$ cat src/rtl/rgb_to_gray_control_if.sv
// Pixel byte stream in, gray pixel / frame-active / pixel count out.
// The DUT takes the slave side; the source and the Sobel controller take the master side.
interface rgb_to_gray_control_if #(
    parameter int PIXEL_WIDTH_IN      = 8,
    parameter int PIXEL_WIDTH_OUT     = 8,
    parameter int MAX_RESOLUTION_BITS = 16
);
    logic                           in_valid_i;
    logic [PIXEL_WIDTH_IN-1:0]      in_byte_i;
    logic                           in_ready_o;
    logic [PIXEL_WIDTH_OUT-1:0]     out_px_gray_o;
    logic                           px_valid_o;
    logic                           start_o;
    logic [MAX_RESOLUTION_BITS-1:0] px_count_o;

    modport master (
        output in_valid_i, in_byte_i,
        input  in_ready_o, out_px_gray_o, px_valid_o, start_o, px_count_o
    );

    modport slave (
        input  in_valid_i, in_byte_i,
        output in_ready_o, out_px_gray_o, px_valid_o, start_o, px_count_o
    );
endinterface

$ cat src/rtl/rgb_to_gray_control.sv
// Collects R, G, B bytes and emits one 8-bit luminance pixel (77/150/29 weights).
// Define GRAY_ROUNDING_EN for round-to-nearest; the default build truncates.
module rgb_to_gray_control #(
    parameter int PIXEL_WIDTH_IN      = 8,
    parameter int PIXEL_WIDTH_OUT     = 8,
    parameter int MAX_RESOLUTION_BITS = 16
) (
    input  logic                  clk_i,
    input  logic                  nreset_i,
    input  logic                  start_i,
    rgb_to_gray_control_if.slave  bus
);

    typedef enum logic [2:0] {
        IDLE,
        GET_R,
        GET_G,
        GET_B,
        CALC
    } state_e;

    state_e                         state_q, state_d;
    logic [PIXEL_WIDTH_IN-1:0]      r_q, r_d;
    logic [PIXEL_WIDTH_IN-1:0]      g_q, g_d;
    logic [PIXEL_WIDTH_IN-1:0]      b_q, b_d;
    logic [PIXEL_WIDTH_OUT-1:0]     gray_q, gray_d;
    logic                           px_valid_q, px_valid_d;
    logic                           start_q;
    logic [MAX_RESOLUTION_BITS-1:0] count_q, count_d;

    logic        in_ready;
    logic        accept;
    logic [15:0] sum;
    logic [15:0] sum_adj;

    assign in_ready = start_i && (state_q == GET_R || state_q == GET_G || state_q == GET_B);
    assign accept   = in_ready && bus.in_valid_i;

    // Weights total 256, so the 16-bit sum (and the +128 rounding bias) never overflows.
    assign sum = 16'(r_q) * 16'd77 + 16'(g_q) * 16'd150 + 16'(b_q) * 16'd29;
`ifdef GRAY_ROUNDING_EN
    assign sum_adj = sum + 16'd128;
`else
    assign sum_adj = sum;
`endif

    always_comb begin
        // NOTE: every signal gets a default first so no path leaves one unassigned (no latches).
        state_d    = state_q;
        r_d        = r_q;
        g_d        = g_q;
        b_d        = b_q;
        gray_d     = gray_q;
        px_valid_d = 1'b0;
        count_d    = count_q;

        if (!start_i) begin
            state_d = IDLE;
            count_d = '0;
        end else begin
            unique case (state_q)
                IDLE:  state_d = GET_R;
                GET_R: if (accept) begin r_d = bus.in_byte_i; state_d = GET_G; end
                GET_G: if (accept) begin g_d = bus.in_byte_i; state_d = GET_B; end
                GET_B: if (accept) begin b_d = bus.in_byte_i; state_d = CALC;  end
                CALC: begin
                    gray_d     = PIXEL_WIDTH_OUT'(sum_adj >> 8);
                    px_valid_d = 1'b1;
                    count_d    = count_q + MAX_RESOLUTION_BITS'(1);
                    state_d    = GET_R;
                end
                default: state_d = IDLE;
            endcase
        end
    end

    // NOTE: sequential state uses non-blocking assignments so all flops update together.
    always_ff @(posedge clk_i or negedge nreset_i) begin
        if (!nreset_i) begin
            state_q    <= IDLE;
            r_q        <= '0;
            g_q        <= '0;
            b_q        <= '0;
            gray_q     <= '0;
            px_valid_q <= 1'b0;
            start_q    <= 1'b0;
            count_q    <= '0;
        end else begin
            state_q    <= state_d;
            r_q        <= r_d;
            g_q        <= g_d;
            b_q        <= b_d;
            gray_q     <= gray_d;
            px_valid_q <= px_valid_d;
            start_q    <= start_i;
            count_q    <= count_d;
        end
    end

    assign bus.in_ready_o    = in_ready;
    assign bus.out_px_gray_o = gray_q;
    assign bus.px_valid_o    = px_valid_q;
    assign bus.start_o       = start_q;
    assign bus.px_count_o    = count_q;

endmodule
$ cat src/flat_wrapper.sv
// flat-port wrapper written by rule: the top's interface ports become plain ports
module rgb_to_gray_control_flat 
#(
    parameter int PIXEL_WIDTH_IN      = 8,
    parameter int PIXEL_WIDTH_OUT     = 8,
    parameter int MAX_RESOLUTION_BITS = 16
)
  (clk_i, nreset_i, start_i, bus_in_valid_i, bus_in_byte_i, bus_in_ready_o, bus_out_px_gray_o, bus_px_valid_o, bus_start_o, bus_px_count_o);
  rgb_to_gray_control_if #(.PIXEL_WIDTH_IN(PIXEL_WIDTH_IN), .PIXEL_WIDTH_OUT(PIXEL_WIDTH_OUT), .MAX_RESOLUTION_BITS(MAX_RESOLUTION_BITS)) bus_i ();
  input  logic clk_i;
  input  logic nreset_i;
  input  logic start_i;
  input wire logic [$bits(bus_i.in_valid_i)-1:0] bus_in_valid_i;
  input wire logic [$bits(bus_i.in_byte_i)-1:0] bus_in_byte_i;
  output wire logic [$bits(bus_i.in_ready_o)-1:0] bus_in_ready_o;
  output wire logic [$bits(bus_i.out_px_gray_o)-1:0] bus_out_px_gray_o;
  output wire logic [$bits(bus_i.px_valid_o)-1:0] bus_px_valid_o;
  output wire logic [$bits(bus_i.start_o)-1:0] bus_start_o;
  output wire logic [$bits(bus_i.px_count_o)-1:0] bus_px_count_o;
  assign bus_i.in_valid_i = bus_in_valid_i;
  assign bus_i.in_byte_i = bus_in_byte_i;
  assign bus_in_ready_o = bus_i.in_ready_o;
  assign bus_out_px_gray_o = bus_i.out_px_gray_o;
  assign bus_px_valid_o = bus_i.px_valid_o;
  assign bus_start_o = bus_i.start_o;
  assign bus_px_count_o = bus_i.px_count_o;
  rgb_to_gray_control #(.PIXEL_WIDTH_IN(PIXEL_WIDTH_IN), .PIXEL_WIDTH_OUT(PIXEL_WIDTH_OUT), .MAX_RESOLUTION_BITS(MAX_RESOLUTION_BITS)) u_core (.clk_i(clk_i), .nreset_i(nreset_i), .start_i(start_i), .bus(bus_i));
endmodule
$ cat config.mk
export PLATFORM = sky130hd
export DESIGN_NAME = rgb_to_gray_control_flat
export DESIGN_NICKNAME = d
export VERILOG_FILES = /design/src/rtl/rgb_to_gray_control_if.sv /design/src/rtl/rgb_to_gray_control.sv /design/src/flat_wrapper.sv
export SDC_FILE = /design/constraint.sdc
export NUM_CORES = 1
export LEC_CHECK = 0
export CORE_ASPECT_RATIO = 1.75
export CORE_MARGIN = 5
export CORE_UTILIZATION = 55
export CTS_CLUSTER_DIAMETER = 60
export CTS_CLUSTER_SIZE = 16
export DETAILED_ROUTE_END_ITERATION = 10
export PLACE_DENSITY = 0.76
export SYNTH_ARGS = -nofsm -noshare
export SYNTH_HDL_FRONTEND = slang
export SYNTH_SLANG_ARGS = --single-unit
$ cat constraint.sdc
create_clock -name clk_i -period 7.3 [get_ports clk_i]
set_input_delay 1.46 -clock clk_i [delete_from_list [all_inputs] [get_ports clk_i]]
set_output_delay 1.46 -clock clk_i [all_outputs]
set_load 0.01 [all_outputs]
==> impl_metrics.json <==
{
  "status": "finished, final reports clean",
  "end_kind": "flop",
  "final_hold_viol_count": 0,
  "path_max_fanout": 5,
  "async_flop_share_pct": 100.0,
  "dieArea_mm2": 0.01179,
  "grt_pass1_wl_um": 19160,
  "portBuffers": 38,
  "seqCellArea_mm2": 0.001326,
  "detail_route.wl_per_cell_um": 16.45,
  "grt_pass1_vias": 4082,
  "syn-num-nets": 671,
  "avgSynthCellArea_um2": 10.23,
  "dp_slack_ps": 896.9,
  "drc": 0,
  "fin_util_pct": 62.73,
  "cts_sinks": 53,
  "rows": 47,
  "numCtsBuffers": 5,
  "clkTransAtPathRegs_ps": 70,
  "syn-instance-count": 519,
  "finalSetupViolCount": 0,
  "vias": 3720,
  "fillers": 776,
  "cp_cell_sequence": "ha_1 -> ha_1 -> ha_1 -> inv_1 -> fa_1 -> inv_1 -> ha_1 -> o21ai_0 -> o21bai_1 -> a21oi_1 -> xnor2_1 -> ha_1 -> fa_1 -> inv_1 -> fa_1 -> fa_1 -> inv_1 -> ha_1 -> and2_4 -> a221oi_2 -> a21boi_0 -> or3_1 -> a31o_2",
  "cp.arrival_ps": 6690,
  "ys_seq_area_share_pct": 24.99,
  "core_area_mm2": 0.009468,
  "drv_cap": 0,
  "tightest_slew_ps": 939.1,
  "cts.repair.resized": 0,
  "start_util_pct": 56.06,
  "post_cts_buffers": 0,
  "hold_buffers": 0,
  "clk_latency_ps": 290,
  "period_minus_slack_ps": 6503,
  "slowest_delay_ps": 550,
  "cts-htree-levels": 2,
  "io_pins": 39,
  "final_nets": 710,
  "drt-total-wl_um": 11210,
  "die_w_um": 84.26,
  "fmax_mhz": 153.8,
  "netlist_area_mm2": 0.005308,
  "critPathRequiredTime_ps": 7490,
  "clk_path_buf_depth": 2,
  "slew_viol_final": 0,
  "hpwlAfterDp_um": 9193,
  "timing.max_slew.rel_slack_pct": 37.05,
  "setup_tns_ps": 0,
  "slowest_stage": "fa_1",
  "multi_input_area_mm2": 0.003586,
  "worstSetupStartpointType": "flop",
  "syn_to_final_growth_pct": 11.90,
  "synth_edf_count": 0,
  "synthFlopType": "dfrtp_1",
  "drtIter0Drc": 137,
  "grt_util_all_layers_pct": 20.38,
  "grt_setup_unrepaired": "false",
  "overflow": 0,
  "ys_types": 48,
  "tritoncts": "built",
  "viasPerCell": 5.463,
  "die_h_um": 140.0,
  "crit_type": "flop to flop",
  "synth-seq-cells": 53,
  "fin_skew_ps": 3.967,
  "antenna_left": 0,
  "diodes": 0,
  "hold_class": "flop to flop",
  "grt_max_degree": 54,
  "whs_ps": 499.7,
  "gp_congestion": 0.9132,
  "fin_ws_ps": 796.8,
  "first_pass_iters": 4,
  "crit_top_cell": "ha_1",
  "min_period_over_period_pct": 89.09,
  "antenna_found_initial": 0,
  "clock-root-buffer": "clkbuf_16",
  "yosys_warnings": 0,
  "drive_above_1_share_pct": 6.082
}
[synth_stat cells, types with 4 or more instances]
cell type,number,area (um2)
and2_1,16,100.1
nor3_1,7,35.03
o21a_1,5,37.54
dfrtp_1,53,1326
xnor2_1,20,175.2
inv_1,93,349.1
nor2_1,13,48.80
mux2_2,13,146.4
xor2_1,7,61.31
nand2_1,52,195.2
nand3_1,4,20.02
fa_1,55,1101
and3_1,6,37.54
a21oi_1,14,70.07
nand4_1,8,50.05
ha_1,85,1064
o21ai_0,19,95.09
[layout make-up]
class                      instances  area share, %
sequential                        53          22.33
inverter                          93          5.877
clock buffer                       6          2.170
timing repair buffer              39          6.446
clock inverter                     2         0.2317
multi-input combinational        366          60.37
tap                              122          2.570
[kinds of logic after synthesis]
kind of cell | count (synthesis) | synth area share, %
buffers and inverters | 100 | 7.449
AO/OA/AOI/OAI | 61 | 7.355
XOR/XNOR | 27 | 4.456
adder cells (fa/ha/maj) | 140 | 40.78
flip-flops | 53 | 24.99
AND/OR/NAND/NOR | 123 | 11.74
multiplexers | 15 | 3.230
[placed cells by master, fill, tap and decap left out, types with 2 or more instances in the layout]
master           count
a21o_1               3
a21oi_1             14
a31o_2               2
a31oi_1              3
and2_1              16
and3_1               6
clkbuf_16            5
clkdlybuf4s50_1     37
dfrtp_1             53
fa_1                55
ha_1                85
inv_1               93
mux2_2              13
nand2_1             52
nand2b_1             3
nand3_1              4
nand4_1              8
nor2_1              13
nor2b_1              3
nor3_1               7
nor3_2               2
o21a_1               5
o21ai_0             19
o21bai_1             3
o31ai_1              3
or3_1                2
xnor2_1             20
xor2_1               7
[path summary, 6_finish.rpt]
| path | from | slack (ps) | end | cells past startpoint |
|---|---|---|---|---|
| max | u_core.g_q[5] | 800 | u_core.bus.out_px_gray_o[4] | 23 |
| min | u_core.bus.out_px_gray_o[2] | 500 | u_core.bus.out_px_gray_o[2] | 2 |
| max reg2reg | u_core.g_q[5] | 800 | u_core.bus.out_px_gray_o[4] | 23 |
| min reg2reg | u_core.bus.out_px_gray_o[2] | 500 | u_core.bus.out_px_gray_o[2] | 2 |
| max in group asynchronous | nreset_i | 5560 | u_core.bus.out_px_gray_o[5] | 2 |
| min in group asynchronous | nreset_i | 1290 | u_core.bus.px_count_o[1] | 2 |
[critical path: cells and delay by family (launching register included)]
| kind | cells | cell delay, ps |
|---|---|---|
| buf+inv | 4 | 180 |
| fa+ha+maj | 10 | 3800 |
| simple gates | 2 | 520 |
| xor+xnor | 1 | 130 |
| compound gates | 6 | 1280 |
| flops | 1 | 450 |
[sequential cells by signal, indices dropped and copies added, names as in the netlist]
register and count:
u_core.bus.out_px_gray_o 8, u_core.bus.start_o 1, u_core.bus.px_valid_o 1, u_core.r_q 8, u_core.g_q 8, u_core.b_q 8
u_core.bus.px_count_o 16, u_core.state_q 3
[per-stage QoR]
stage	instances	instance area (um2)
floorplan	519	5308
global placement	673	5797
detailed placement	673	5797
CTS	681	5939
global route	681	5939
finish	681	5939
[layer usage]
metal / wire, um / vias to the layer above / track usage (%) / part of all wire [%]
li1: - / 1774 / - / -
met1: 4140 / 1835 / 22.17 / 37
met3: 289 / 36 / 2.879 / 2.6
met5: 0 / - / 0 / 0
met2: 6066 / 75 / 36.97 / 54
met4: 708 / 0 / 11.95 / 6.3
Power is left out: the tool's default activity adds up to more than one toggle a clock period on the data nets, which glitch-free logic cannot reach.
